**config.mk**
```make
export PLATFORM = sky130hd
export DESIGN_NAME = fft_twiddle_sequencer_flat
export DESIGN_NICKNAME = d
export VERILOG_FILES = /design/src/rtl/fft_twiddle_sequencer_if.sv /design/src/rtl/fft_twiddle_sequencer.sv /design/src/flat_wrapper.sv
export SDC_FILE = /design/constraint.sdc
export NUM_CORES = 1
export LEC_CHECK = 0
export ABC_CLOCK_PERIOD_IN_PS = 6400
export CELL_PAD_IN_SITES_DETAIL_PLACEMENT = 1
export CELL_PAD_IN_SITES_GLOBAL_PLACEMENT = 2
export CORE_ASPECT_RATIO = 1.1
export CORE_UTILIZATION = 39
export DETAILED_ROUTE_END_ITERATION = 8
export GPL_ROUTABILITY_DRIVEN = 0
export HOLD_SLACK_MARGIN = 0.15
export PLACE_DENSITY_LB_ADDON = 0.1
export SLEW_MARGIN = 20
export SYNTH_ARGS = -nofsm -noshare
export SYNTH_HDL_FRONTEND = slang
export SYNTH_SLANG_ARGS = --single-unit
```
**constraint.sdc**
```tcl
create_clock -name clk -period 6.4 [get_ports clk]
set_input_delay 0.64 -clock clk [delete_from_list [all_inputs] [get_ports clk]]
set_output_delay 0.64 -clock clk [all_outputs]
set_load 0.01 [all_outputs]
```
**src/rtl/fft_twiddle_sequencer_if.sv**
```systemverilog
// Stream bundle for fft_twiddle_sequencer.
//
// Three channels share this interface:
//   recv_* : sine-table samples into the sequencer (msg, val, rdy)
//   req_*  : stage/inverse requests into the sequencer (stage, inverse, val, rdy)
//   send_* : twiddle stream out of the sequencer (msg, idx, last, val, rdy)
//
// Handshake rule for every channel: a transfer happens on a rising clock edge
// where val and rdy are both high. A producer holding val high keeps its
// payload stable until that transfer. The sequencer never lowers send_val
// before its handshake.
//
// Modports: master = the environment that feeds samples and requests and
// drains twiddles; slave = the sequencer itself.
interface fft_twiddle_sequencer_if #(
  parameter int BIT_WIDTH = 16,
  parameter int SIZE_FFT  = 8
);
  localparam int LOG2N   = $clog2(SIZE_FFT);
  localparam int STAGE_W = ($clog2(LOG2N) < 1) ? 1 : $clog2(LOG2N);
  localparam int IDX_W   = $clog2(SIZE_FFT / 2);

  logic [BIT_WIDTH-1:0]   recv_msg;
  logic                   recv_val;
  logic                   recv_rdy;

  logic [STAGE_W-1:0]     req_stage;
  logic                   req_inverse;
  logic                   req_val;
  logic                   req_rdy;

  logic [2*BIT_WIDTH-1:0] send_msg;
  logic [IDX_W-1:0]       send_idx;
  logic                   send_last;
  logic                   send_val;
  logic                   send_rdy;

  modport master (
    output recv_msg, recv_val,
    input  recv_rdy,
    output req_stage, req_inverse, req_val,
    input  req_rdy,
    input  send_msg, send_idx, send_last, send_val,
    output send_rdy
  );

  modport slave (
    input  recv_msg, recv_val,
    output recv_rdy,
    input  req_stage, req_inverse, req_val,
    output req_rdy,
    output send_msg, send_idx, send_last, send_val,
    input  send_rdy
  );
endinterface

```
**src/rtl/fft_twiddle_sequencer.sv**
```systemverilog
// Stage-programmable twiddle-factor source for a Cooley-Tukey FFT.
//
// A one-period sine table (entry n = sin(2*pi*n/SIZE_FFT)) is loaded over
// the recv channel into a local register file. Each accepted request then
// streams the SIZE_FFT/2 twiddles of the selected stage on the send channel,
// one per handshake, optionally conjugated for the inverse transform.
//
// Ports:
//   clk       : clock
//   reset     : asynchronous active-low reset; aborts to LOAD
//   bus       : fft_twiddle_sequencer_if.slave (recv / req / send channels)
//   dbg_state : current FSM state (0 = LOAD, 1 = IDLE, 2 = STREAM)
//
// Twiddle for butterfly p at stage s:
//   idx  = (p mod 2^s) * SIZE_FFT / 2^(s+1)
//   real = entry[(idx + SIZE_FFT/4) mod SIZE_FFT]   (cosine by quarter shift)
//   imag = -entry[idx] (forward) or +entry[idx] (inverse), saturating
module fft_twiddle_sequencer #(
  parameter int BIT_WIDTH  = 16,
  parameter int DECIMAL_PT = 8,
  parameter int SIZE_FFT   = 8
) (
  input  logic                          clk,
  input  logic                          reset,
  fft_twiddle_sequencer_if.slave        bus,
  output logic [1:0]                    dbg_state
);

  localparam int LOG2N   = $clog2(SIZE_FFT);
  localparam int ADDR_W  = LOG2N;
  localparam int IDX_W   = $clog2(SIZE_FFT / 2);
  localparam int STAGE_W = ($clog2(LOG2N) < 1) ? 1 : $clog2(LOG2N);

  localparam logic [ADDR_W-1:0]    LAST_ENTRY = ADDR_W'(SIZE_FFT - 1);
  localparam logic [IDX_W-1:0]     LAST_P     = IDX_W'(SIZE_FFT / 2 - 1);
  localparam logic [ADDR_W-1:0]    QUARTER    = ADDR_W'(SIZE_FFT / 4);
  localparam logic [STAGE_W-1:0]   TOP_STAGE  = STAGE_W'(LOG2N - 1);
  localparam logic [BIT_WIDTH-1:0] SMIN       = {1'b1, {(BIT_WIDTH-1){1'b0}}};
  localparam logic [BIT_WIDTH-1:0] SMAX       = ~SMIN;

  // The fraction position does not change any index or sign logic; it only
  // has to leave room for the sign bit.
  if (SIZE_FFT < 4 || (1 << LOG2N) != SIZE_FFT || DECIMAL_PT >= BIT_WIDTH) begin : g_bad_params
    $error("fft_twiddle_sequencer: illegal parameter combination");
  end

  typedef enum logic [1:0] {
    S_LOAD   = 2'd0,
    S_IDLE   = 2'd1,
    S_STREAM = 2'd2
  } state_t;

  state_t                state_q, state_d;
  logic [ADDR_W-1:0]     count_q;
  logic [STAGE_W-1:0]    stage_q;
  logic                  inv_q;
  logic [BIT_WIDTH-1:0]  table_q [SIZE_FFT];

  logic                  load_acc, req_acc, send_hs;
  logic [ADDR_W-1:0]     wr_addr;
  logic [STAGE_W-1:0]    req_stage_c;
  logic [IDX_W-1:0]      p_next;

  logic [IDX_W-1:0]      tw_p;
  logic [STAGE_W-1:0]    tw_s;
  logic                  tw_inv;
  logic [ADDR_W-1:0]     tw_mask, tw_shamt, tw_idx, tw_re_addr;
  logic [BIT_WIDTH-1:0]  tw_re, tw_im_raw, tw_im_neg, tw_im;

  assign dbg_state = state_q;

  // ---------------------------------------------------------------- FSM
  always_ff @(posedge clk or negedge reset) begin
    if (!reset) state_q <= S_LOAD;
    else        state_q <= state_d;
  end

  always_comb begin
    state_d      = state_q;
    bus.recv_rdy = 1'b0;
    bus.req_rdy  = 1'b0;
    case (state_q)
      S_LOAD: begin
        bus.recv_rdy = 1'b1;
        if (bus.recv_val && count_q == LAST_ENTRY) state_d = S_IDLE;
      end
      S_IDLE: begin
        bus.req_rdy  = 1'b1;
        // A pending request wins over a reload sample.
        bus.recv_rdy = !bus.req_val;
        if (bus.req_val)       state_d = S_STREAM;
        else if (bus.recv_val) state_d = S_LOAD;
      end
      S_STREAM: begin
        if (bus.send_val && bus.send_rdy && bus.send_last) state_d = S_IDLE;
      end
      default: state_d = S_LOAD;
    endcase
  end

  assign load_acc = bus.recv_val && bus.recv_rdy;
  assign req_acc  = bus.req_val && bus.req_rdy;
  assign send_hs  = bus.send_val && bus.send_rdy;

  // A sample taken in IDLE is the start of a reload, so it lands in entry 0.
  assign wr_addr  = (state_q == S_IDLE) ? '0 : count_q;

  assign req_stage_c = (32'(bus.req_stage) >= LOG2N) ? TOP_STAGE : bus.req_stage;
  assign p_next      = bus.send_idx + IDX_W'(1);

  // ---------------------------------------------------- twiddle lookup
  // In IDLE the lookup serves the incoming request (p = 0); in STREAM it
  // prepares the entry after the one on the bus so a handshake can replace
  // it without a bubble.
  always_comb begin
    tw_p   = p_next;
    tw_s   = stage_q;
    tw_inv = inv_q;
    if (state_q == S_IDLE) begin
      tw_p   = '0;
      tw_s   = req_stage_c;
      tw_inv = bus.req_inverse;
    end
    // m = p & (2^s - 1); idx = m << (log2N - 1 - s). Since m < 2^s the
    // result stays below SIZE_FFT/2.
    tw_mask    = (ADDR_W'(1) << tw_s) - ADDR_W'(1);
    tw_shamt   = ADDR_W'(LOG2N - 1) - ADDR_W'(tw_s);
    tw_idx     = (ADDR_W'(tw_p) & tw_mask) << tw_shamt;
    tw_re_addr = tw_idx + QUARTER;
    tw_re      = table_q[tw_re_addr];
    tw_im_raw  = table_q[tw_idx];
    // The most negative code has no positive twin; clip it to the maximum.
    tw_im_neg  = (tw_im_raw == SMIN) ? SMAX : (~tw_im_raw + 1'b1);
    tw_im      = tw_inv ? tw_im_raw : tw_im_neg;
  end

  // ------------------------------------------------------- table storage
  // Contents are meaningless until a full load, so no reset is needed here.
  always_ff @(posedge clk) begin
    if (load_acc) table_q[wr_addr] <= bus.recv_msg;
  end

  // ------------------------------------------------------------ datapath
  always_ff @(posedge clk or negedge reset) begin
    if (!reset) begin
      count_q       <= '0;
      stage_q       <= '0;
      inv_q         <= 1'b0;
      bus.send_val  <= 1'b0;
      bus.send_msg  <= '0;
      bus.send_idx  <= '0;
      bus.send_last <= 1'b0;
    end else begin
      if (load_acc) count_q <= wr_addr + ADDR_W'(1);

      if (req_acc) begin
        stage_q       <= req_stage_c;
        inv_q         <= bus.req_inverse;
        bus.send_val  <= 1'b1;
        bus.send_msg  <= {tw_re, tw_im};
        bus.send_idx  <= '0;
        bus.send_last <= (LAST_P == '0);
      end else if (send_hs) begin
        if (bus.send_last) begin
          bus.send_val <= 1'b0;
        end else begin
          bus.send_msg  <= {tw_re, tw_im};
          bus.send_idx  <= p_next;
          bus.send_last <= (p_next == LAST_P);
        end
      end
    end
  end

endmodule

```
**src/flat_wrapper.sv**
```systemverilog
// flat-port wrapper written by rule: the top's interface ports become plain ports
module fft_twiddle_sequencer_flat 
#(
  parameter int BIT_WIDTH  = 16,
  parameter int DECIMAL_PT = 8,
  parameter int SIZE_FFT   = 8
)
  (clk, reset, dbg_state, bus_recv_msg, bus_recv_val, bus_recv_rdy, bus_req_stage, bus_req_inverse, bus_req_val, bus_req_rdy, bus_send_msg, bus_send_idx, bus_send_last, bus_send_val, bus_send_rdy);
  fft_twiddle_sequencer_if #(.BIT_WIDTH(BIT_WIDTH), .SIZE_FFT(SIZE_FFT)) bus_i ();
  input  logic clk;
  input  logic reset;
  output logic [1:0] dbg_state;
  input wire logic [$bits(bus_i.recv_msg)-1:0] bus_recv_msg;
  input wire logic [$bits(bus_i.recv_val)-1:0] bus_recv_val;
  output wire logic [$bits(bus_i.recv_rdy)-1:0] bus_recv_rdy;
  input wire logic [$bits(bus_i.req_stage)-1:0] bus_req_stage;
  input wire logic [$bits(bus_i.req_inverse)-1:0] bus_req_inverse;
  input wire logic [$bits(bus_i.req_val)-1:0] bus_req_val;
  output wire logic [$bits(bus_i.req_rdy)-1:0] bus_req_rdy;
  output wire logic [$bits(bus_i.send_msg)-1:0] bus_send_msg;
  output wire logic [$bits(bus_i.send_idx)-1:0] bus_send_idx;
  output wire logic [$bits(bus_i.send_last)-1:0] bus_send_last;
  output wire logic [$bits(bus_i.send_val)-1:0] bus_send_val;
  input wire logic [$bits(bus_i.send_rdy)-1:0] bus_send_rdy;
  assign bus_i.recv_msg = bus_recv_msg;
  assign bus_i.recv_val = bus_recv_val;
  assign bus_recv_rdy = bus_i.recv_rdy;
  assign bus_i.req_stage = bus_req_stage;
  assign bus_i.req_inverse = bus_req_inverse;
  assign bus_i.req_val = bus_req_val;
  assign bus_req_rdy = bus_i.req_rdy;
  assign bus_send_msg = bus_i.send_msg;
  assign bus_send_idx = bus_i.send_idx;
  assign bus_send_last = bus_i.send_last;
  assign bus_send_val = bus_i.send_val;
  assign bus_i.send_rdy = bus_send_rdy;
  fft_twiddle_sequencer #(.BIT_WIDTH(BIT_WIDTH), .DECIMAL_PT(DECIMAL_PT), .SIZE_FFT(SIZE_FFT)) u_core (.clk(clk), .reset(reset), .bus(bus_i), .dbg_state(dbg_state));
endmodule
```
### Word level (Yosys, flattened, before mapping)

Memory sizes are Yosys's and may differ from the RTL's.
Index checks and enable logic that the tools add are counted.

| storage, ports and cells | value |
|---|---|
| register bits after elaboration | 44 |
| output and inout port bits | 40 |
| bits in writable memories | 128 |
| bits in latches | 0 |
| memories | 1 |
| bits in read-only memories | 0 |

Memory list:

| name | words | bits a word | rd ports | clocked after memory_dff | write ports | line | text |
|---|---|---|---|---|---|---|---|
| u_core.table_q | 8 | 16 | 2 | 0 | 1 | fft_twiddle_sequencer.sv:57 | `logic [BIT_WIDTH-1:0] table_q [SIZE_FFT];` |

| cells by class | value |
|---|---|
| order comparisons | 1 |
| eq/ne operators | 9 |
| multipliers | 0 |
| multiplexer cells | 28 |
| bitwise logic cells | 2 |
| reductions and logical operators | 12 |
| shift operators | 2 |
| div/mod/pow operators | 0 |
| add/sub/neg operators | 6 |

Operator list:

| operator | number |
|---|---|
| 32-bit 2-to-1 mux | 3 |
| 16-bit 2-to-1 mux | 2 |
| 2-bit 2-to-1 mux | 10 |
| 16-bit by 1-bit adder with 16-bit output (second input constant) | 1 |
| 16-bit == test (second input constant) | 1 |
| 16-bit inverter | 1 |
| 1-bit 2-to-1 mux | 10 |
| 2-bit case mux with 3 select lines | 1 |
| 1-bit logical AND | 5 |
| 2-bit == test (second input constant) | 2 |
| 2-bit by 1-bit inequality test with 1-bit output (second input constant) | 2 |
| 2-bit AND reduction | 2 |
| 2-bit nonzero test | 2 |
| 3-bit by 1-bit adder with 3-bit output (second input constant) | 1 |
| 3-bit by 2-bit adder with 3-bit output (second input constant) | 1 |
| 2-bit by 3-bit bitwise AND with 3-bit output | 1 |
| 3-bit == test (second input constant) | 1 |
| 3-bit 2-to-1 mux | 1 |
| 3-bit inequality test (second input constant) | 1 |
| 3-bit AND reduction | 1 |
| 1-bit by 2-bit left shift with 3-bit output (first input constant) | 1 |
| 3-bit by 3-bit left shift with 3-bit output | 1 |
| 2-bit by 2-bit subtractor with 3-bit output (first input constant) | 1 |
| 3-bit by 2-bit subtractor with 3-bit output (second input constant) | 1 |
| 7 further kinds | 7 |

### Logic depth before layout (Yosys ltp)

Gate-level depths: netlist of run 1.
An unclocked memory read counts as a cell.

| depth | value |
|---|---|
| word-level depth | 15 |
| mapped depth | 22 |
| depth with buffers taken out | 15 |

### Least setup slack after synthesis of run 1

Ideal clock, no wire load.

| timing | value |
|---|---|
| kind | reg2reg |
| from | register u_core.state_q[1] (netlist: u_core.dbg_state[1]) |
| to | register u_core.bus.send_msg[14] |
| cell stages (with the launch flop) | 20 |
| period minus slack after synthesis | 4822 ps |
| data required time | 6319 ps |
| data arrival time | 4741 ps |
| buffers on the path | 6 |
| setup slack | 1578 ps |
| setup time | 81 ps |
| cells stage by stage | dfrtp_1 -> nand2b_1 -> buf_2 -> buf_2 -> buf_1 -> mux2i_1 -> inv_1 -> ha_1 -> nor2b_1 -> clkbuf_1 -> nand4_2 -> clkbuf_1 -> o32a_1 -> a21oi_1 -> ha_1 -> nand3_2 -> or4b_1 -> buf_2 -> and3_1 -> o22ai_2 |

| between the ends | value |
|---|---|
| word-level cells in the longest chain between the ends | 14 |
| elaborated cells on any way between the ends | 23 |
| those cells by class | 3 x add/sub; 3 x eq/ne; 2 x shift; 9 x mux; 2 x bitwise; 3 x reduce/logical; 1 x memory |

Ends and longest elaborated chain:

| what | line | text |
|---|---|---|
| start, declared | fft_twiddle_sequencer.sv:53 | `state_t state_q, state_d;` |
| start signal, assigned | fft_twiddle_sequencer.sv:75 | `else state_q <= state_d;` |
| 2-bit by 1-bit == test with 1-bit output * | fft_twiddle_sequencer.sv:82, fft_twiddle_sequencer.sv:119 |  |
| 2-bit 2-to-1 mux | fft_twiddle_sequencer.sv:119 | `if (state_q == S_IDLE) begin` |
| 1-bit by 2-bit left shift with 3-bit output | fft_twiddle_sequencer.sv:126 | `tw_mask = (ADDR_W'(1) << tw_s) - ADDR_W'(1);` |
| 3-bit by 2-bit subtractor with 3-bit output | fft_twiddle_sequencer.sv:126 |  |
| 2-bit by 3-bit bitwise AND with 3-bit output | fft_twiddle_sequencer.sv:128 | `tw_idx = (ADDR_W'(tw_p) & tw_mask) << tw_shamt;` |
| 3-bit by 3-bit left shift with 3-bit output | fft_twiddle_sequencer.sv:128 |  |
| memory read 8 x 16 bit | - |  |
| 16-bit inverter | fft_twiddle_sequencer.sv:133 | `tw_im_neg = (tw_im_raw == SMIN) ? SMAX : (~tw_im_raw + 1'b1);` |
| 16-bit by 1-bit adder with 16-bit output | fft_twiddle_sequencer.sv:133 |  |
| 16-bit 2-to-1 mux | fft_twiddle_sequencer.sv:133 |  |
| 16-bit 2-to-1 mux | fft_twiddle_sequencer.sv:134 | `tw_im = tw_inv ? tw_im_raw : tw_im_neg;` |
| 32-bit 2-to-1 mux | fft_twiddle_sequencer.sv:164 | `if (bus.send_last) begin` |
| 32-bit 2-to-1 mux | fft_twiddle_sequencer.sv:163 | `end else if (send_hs) begin` |
| 32-bit 2-to-1 mux | fft_twiddle_sequencer.sv:156 | `if (req_acc) begin` |
| end signal, assigned | fft_twiddle_sequencer.sv:160 | `bus.send_msg <= {tw_re, tw_im};` |
| end signal, assigned | fft_twiddle_sequencer.sv:167 | `bus.send_msg <= {tw_re, tw_im};` |
| end, declared | fft_twiddle_sequencer_if.sv:52 | `output send_msg, send_idx, send_last, send_val,` |

Every way passes the cells marked *; elsewhere a longest branch is shown, timed or not. The select of a mux whose other input is x is not followed.
A chain may end at the register's enable or synchronous reset.

### Final worst setup path of run 1

Ends and elaborated chain as after synthesis.

==> qor.yml, run 1 <==
crit_arrival_ns: 5.77
synth_ff_type: "edfxtp_1"
layout_setup_ws_ns: 0.9876
area_growth_pct: 18.51
mostFrequentLayoutCells: "nand2_1, edfxtp_1, clkdlybuf4s50_1"
p_leak_nw: 3.573
grt_pass1_vias: 6785
die_w_um: 141.8
num-nets-final: 855
synth.net_count: 806
cts_sinks: 169
critical_path.most_common_cell: "ha_1"
finalSetupTns_ns: 0
worst_pin_slew_ns: 0.9182
critical_path_class: "reg2reg"
vias_per_cell: 5.891
ant_nets: 0
finalCritPeriodShare: 0.8457
grt_setup_unrepaired: "false"
worst_path_max_delay_cell: "or4b_1"
drt_iter0_drc: 475
drt-total-wl_um: 25960
diodes: 0
cts_setup_buffers: 0
highest_layer: "met4"
status: "finished clean"
async_reset_ff_frac: 0.2604
rr_endpoint: "u_core.bus.send_msg[14]"
clockRootBuffer: "clkbuf_16"
drive_gt1_frac: 0.1108
cts_hold_buf: 0
setup.worst_path.end_class: "flop"
ios: 64
final_common_cell: "nand2_1"
ir_drop_mv: 0.2475
core_region_area_um2: 20850
port_buffers: 63
final.min_clock_period_ns: 5.412
syn_area_um2: 8389
die_y_um: 155.8
start_util: 0.4023
grt_use_total: 0.2454
finalMaxSlewViolations: 0
finalSetupViolCount: 0
synth_cell_type_count: 75
wl_met1_um: 11840
placed_area_um2: 9340
cts_tree: "yes"
clock-skew-final_ns: 0.01231
yosysWarnings: 0
htreeDepth: 4
postCtsResizedCells: 0
die-area_um2: 22100
rrSetupSlack_ns: 0.99
p_per_area_nw_per_um2: 565.6
worst_ep_required_time_ns: 6.75
num_rows: 55
hold_viol: 0
grt_max_degree: 63
synth-edff-count: 125
drv_cap: 0
vias: 6622
firstDrtPassIters: 6
cp-start-kind: "flop"
dp_slack_ns: 0.7411
synth_cells: 777
wl_met3_um: 1162
clock_latency_ns: 0.44
wl_met2_um: 12390
antenna_found_initial: 0
fmax_ghz: 0.1848
clk_pin_slew_ns: 0.07
dpl.hpwl_um: 17520
fin_area_um2: 9942
route.detailed.drc: 0
grt_overflow: 0
cpPeakStageDelay_ns: 0.69
reg2reg_depth: 14
worstPathMaxFanout: 46
clk_path_buf_depth: 2
wl_per_cell_um: 23.09
r2r_start: "u_core.dbg_state[1]"
max_slew_margin: 0.3872
cts_made_buffers: 17
grt_pass1_wl_um: 39950
syn_area_per_cell_um2: 10.80
hold_class: "in2async"
yosysSeqAreaShare: 0.5787
utilization: 0.4768
cp_cell_sequence: "nand2b_1 > o21ai_0 > inv_1 > ha_1 > or3_1 > o32a_1 > nor2_8 > nor4_1 > a21oi_1 > ha_1 > nand3_2 > or4b_1 > and3_1 > o22ai_2"
ys_seq_elements: 169
registers in the layout, summed over array words and instances, names as in the netlist:
register,count
u_core.stage_q,2
u_core.dbg_state,2
u_core.inv_q,1
u_core.bus.send_last,1
u_core.count_q,3
u_core.bus.send_val,1
u_core.table_q,125
u_core.bus.send_msg,32
u_core.bus.send_idx,2
worst max-delay path: cells and delay by family (launching register included):
family | cells | cell delay (ns)
simple gates | 7 | 2.74
compound gates | 4 | 1.40
fa+ha+maj | 2 | 0.64
flops | 1 | 0.43
buf+inv | 1 | 0.10
final cells by class:
| class | count | area, um^2 |
|---|---|---|
| repair buffers | 84 | 783.3 |
| clock inverters | 15 | 171.4 |
| clock buffers | 17 | 425.4 |
| inverters | 12 | 45.04 |
| well taps | 285 | 356.6 |
| fillers | 2267 | 10910 |
| multi-input cells | 542 | 3306 |
| flip-flops and latches | 169 | 4855 |
metal layers:
layer,track usage,vias to the layer above
met5,0,-
met4,0.08756,0
met3,0.04758,37
met2,0.4051,191
met1,0.3214,3363
li1,-,3031
synth_stat cells (3+ instances only):
cell type	count	share of area
o311a_1	3	0.0036
o21bai_1	3	0.0027
o211ai_1	6	0.0054
buf_2	8	0.0048
xnor2_1	6	0.0063
xor2_1	7	0.0073
a211oi_1	6	0.0054
o32a_1	3	0.0036
mux2i_1	19	0.023
o221ai_1	4	0.0042
buf_1	9	0.0040
a21oi_1	34	0.020
o22ai_1	5	0.0037
ha_1	5	0.0075
and2_1	3	0.0022
nand2b_1	5	0.0037
and3_1	8	0.0060
dfrtp_1	44	0.13
nand2_1	146	0.065
o22a_1	8	0.0084
mux4_2	3	0.0081
a311oi_1	9	0.0094
edfxtp_1	125	0.45
a31oi_1	33	0.025
inv_1	12	0.0054
o21ai_0	27	0.016
nor3_1	30	0.018
nand3_1	48	0.029
nor2_1	39	0.017
nor4_1	11	0.0082
or3_1	7	0.0052
o311ai_0	4	0.0042
clkbuf_1	33	0.015
mux2_2	6	0.0081
cell families after synthesis:
logic type / Yosys count / share of synthesized area
buf+inv: 66 / 0.03430
flops: 169 / 0.5787
mux: 28 / 0.03878
xor+xnor: 13 / 0.01357
simple gates: 319 / 0.1811
compound gates: 177 / 0.1462
fa+ha+maj: 5 / 0.007457
stage by stage:
stage / hold WS (ns) / instances / total power, mW
after floorplan: 0.3444 / 777 / 3.505
after global placement: 0.4841 / 1092 / 4.477
after detailed placement: 0.4887 / 1092 / 4.554
after CTS: 0.3225 / 1124 / 5.631
after global routing: 0.3426 / 1124 / 5.955
final: 0.3020 / 1124 / 5.623
worst max-delay path by stage:
stage | endpoint | from | slack [ns] | cells past startpoint
after floorplan | u_core.bus.send_msg[14] | u_core.dbg_state[1] | 1.58 | 19
after global placement | u_core.bus.send_msg[14] | bus_req_stage[1] | 0.89 | 15
after detailed placement | u_core.bus.send_msg[14] | bus_req_stage[1] | 0.74 | 15
after CTS | u_core.bus.send_msg[14] | u_core.dbg_state[1] | 1.00 | 14
after global routing | u_core.bus.send_msg[14] | u_core.dbg_state[1] | 0.61 | 14
final | u_core.bus.send_msg[14] | u_core.dbg_state[1] | 0.99 | 14
power by group:
part	total (mW)	internal [mW]	switching, mW
clock network	1.06	0.560	0.495
registers	1.62	1.44	0.183
logic	2.94	1.08	1.87
Note: power is estimated with default switching activity, not from simulation.
==> inputs of run 2 (changes only) <==
--- a/config.mk
+++ b/config.mk
@@ -5,11 +5,11 @@
 export SDC_FILE = /design/constraint.sdc
 export NUM_CORES = 1
 export LEC_CHECK = 0
-export ABC_CLOCK_PERIOD_IN_PS = 6400
+export ABC_CLOCK_PERIOD_IN_PS = 4800
 export CELL_PAD_IN_SITES_DETAIL_PLACEMENT = 1
 export CELL_PAD_IN_SITES_GLOBAL_PLACEMENT = 2
 export CORE_ASPECT_RATIO = 1.1
-export CORE_UTILIZATION = 39
+export CORE_UTILIZATION = 35
 export DETAILED_ROUTE_END_ITERATION = 8
 export GPL_ROUTABILITY_DRIVEN = 0
 export HOLD_SLACK_MARGIN = 0.15
==> constraint.sdc (replaced) <==
create_clock -name clk -period 4.8 [get_ports clk]
set_input_delay 0.48 -clock clk [delete_from_list [all_inputs] [get_ports clk]]
set_output_delay 0.48 -clock clk [all_outputs]
set_load 0.01 [all_outputs]
==> qor.yml, run 2 (synthesized netlist as in run 1, its figures left out) <==
fmax_ghz: 0.2323  # +26%
dpl.hpwl_um: 18870  # +7.7%
dp_slack_ns: 0.2306  # -0.5105 ns
regArea_um2: 4855  # unchanged
worstPathMaxFanout: 12  # -74%
utilization: 0.4310  # -0.04582
antenna_found_initial: 0  # unchanged
route.detailed.drc: 0  # unchanged
hold_viol: 0  # unchanged
final_common_cell: "nand2_1"
diodes: 0  # unchanged
die_w_um: 149.6  # +5.5%
top_regs: "u_core.table_q x125, u_core.bus.send_msg x32, u_core.count_q x3"
hold_class: "reg2reg"
cp_cell_sequence: "nand2b_1 > o21ai_0 > inv_1 > ha_1 > or3_1 > o32a_1 > nor2_8 > buf_4 > o21ai_0 > o311ai_2 > nand4_2 > or4b_1 > buf_4 > a31oi_1"
cts_sinks: 169  # unchanged
cts_hold_buf: 1  # +1
cts_setup_buffers: 0  # unchanged
finalMaxSlewViolations: 0  # unchanged
final.min_clock_period_ns: 4.305  # -1.107 ns
p_per_area_nw_per_um2: 762.2  # +35%
clock-skew-final_ns: 0.01350  # +0.001197 ns
ant_nets: 0  # unchanged
ir_drop_mv: 0.2926  # +18%
clockRootBuffer: "clkbuf_16"
largest_reg_flops: 125  # unchanged
dp_cells: 1137  # +4.1%
grt_use_total: 0.2342  # -0.01120
status: "finished clean"
path_delay_family: "simple AND/OR/NAND/NOR gates"
crit_buf_inv: 3  # +2
clock_latency_ns: 0.43  # about the same
drive_gt1_frac: 0.1364  # +0.02557
num_rows: 59  # +7.3%
ios: 64  # unchanged
cp-start-kind: "flop"
top_register: "u_core.table_q"
max_slew_margin: 0.3184  # -0.06880
finalSetupViolCount: 0  # unchanged
cts_made_buffers: 17  # unchanged
p_leak_nw: 3.709  # +3.8%
drt-total-wl_um: 27340  # +5.3%
wl_per_cell_um: 23.37  # +1.2%
finalSetupTns_ns: 0  # unchanged
clk_path_buf_depth: 2  # unchanged
cts_tree: "yes"
mostFrequentLayoutCells: "nand2_1, edfxtp_1, clkdlybuf4s50_1"
drv_cap: 0  # unchanged
finalCritPeriodShare: 0.8969  # +0.05117
final_cells: 1170  # +4.1%
grt_pass1_wl_um: 42090  # +5.4%
grt_overflow: 0  # unchanged
num-nets-final: 881  # +3.0%
port_buffers: 63  # unchanged
clk_pin_slew_ns: 0.07  # about the same
firstDrtPassIters: 5  # -1
p_total_mw: 7.760  # +38%
start_util: 0.3551  # -0.04720
grt_pass1_vias: 6830  # +0.66%
area_growth_pct: 21.36
core_region_area_um2: 23620  # +13%
htreeDepth: 4  # unchanged
worst_path_max_delay_cell: "or4b_1"
crit_arrival_ns: 4.66  # -1.11 ns
setup.worst_path.end_class: "flop"
cpPeakStageDelay_ns: 0.65  # -0.04 ns
postCtsResizedCells: 0  # unchanged
vias_per_cell: 5.611  # -4.8%
layout_setup_ws_ns: 0.4951  # -0.4925 ns
drt_iter0_drc: 444  # -6.5%
die_y_um: 164.4  # +5.5%
grt_setup_unrepaired: "false"
critical_path_class: "reg2reg"
worst_ep_required_time_ns: 5.16  # -1.59 ns
worst_pin_slew_ns: 0.9939  # +0.07578 ns
fillerInstances: 2556  # +13%
die-area_um2: 24590  # +11%
multi_input_area_um2: 3306  # unchanged
vias: 6565  # -0.86%
grt_max_degree: 45  # -29%
## run 2: cell types whose count changed in the layout (fill, tap and decap cells not counted)
cell,change
clkinv_2,+3
clkinvlp_4,-1
clkinv_4,+2
buf_12,+4
inv_8,-2
buf_2,-1
inv_6,-1
buf_4,+22
dlygate4sd3_1,+1
bufinv_16,-1
## run 2: report_power, final
part           switching, mW  internal (mW)  leakage (nW)
Clock                  0.654          0.685         0.281
Sequential             0.215           1.92          1.64
Combinational           2.63           1.66          1.79
Total                   3.49           4.27          3.71
## run 2: path summary, 6_finish.rpt
kind                                         start                 endpoint  slack [ns]  cells past startpoint
max                            u_core.dbg_state[1]   u_core.bus.send_msg[3]        0.50                     14
min                        u_core.bus.send_msg[20]  u_core.bus.send_msg[20]        0.49                      1
max reg2reg                    u_core.dbg_state[1]   u_core.bus.send_msg[3]        0.50                     14
min reg2reg                u_core.bus.send_msg[20]  u_core.bus.send_msg[20]        0.49                      1
max in group asynchronous                    reset  u_core.bus.send_msg[19]        3.74                      2
min in group asynchronous                    reset        u_core.count_q[1]        0.62                      2
## run 2: metal layers
layer / global-route usage / vias up / share of wire
met4: 0.07282 / 0 / 0.016
met2: 0.3771 / 132 / 0.48
met3: 0.03039 / 23 / 0.031
met1: 0.3267 / 3335 / 0.48
li1: - / 3075 / -
met5: 0 / - / 0
## run 2: final cells by class
class | instances | area share
clock buffer | 17 | 0.04178
clock inverter | 15 | 0.01327
inverter | 12 | 0.004424
multi-input combinational | 542 | 0.3247
sequential | 169 | 0.4768
tap | 305 | 0.03748
timing repair buffer | 110 | 0.1015
## run 2: metrics by stage
step	instance area [um^2]	hold slack (ns)
global route	10180	0.5141
detailed placement	9610	0.4810
floorplan	8391	0.1844
CTS	10180	0.4978
global placement	9603	0.4798
finish	10180	0.4940
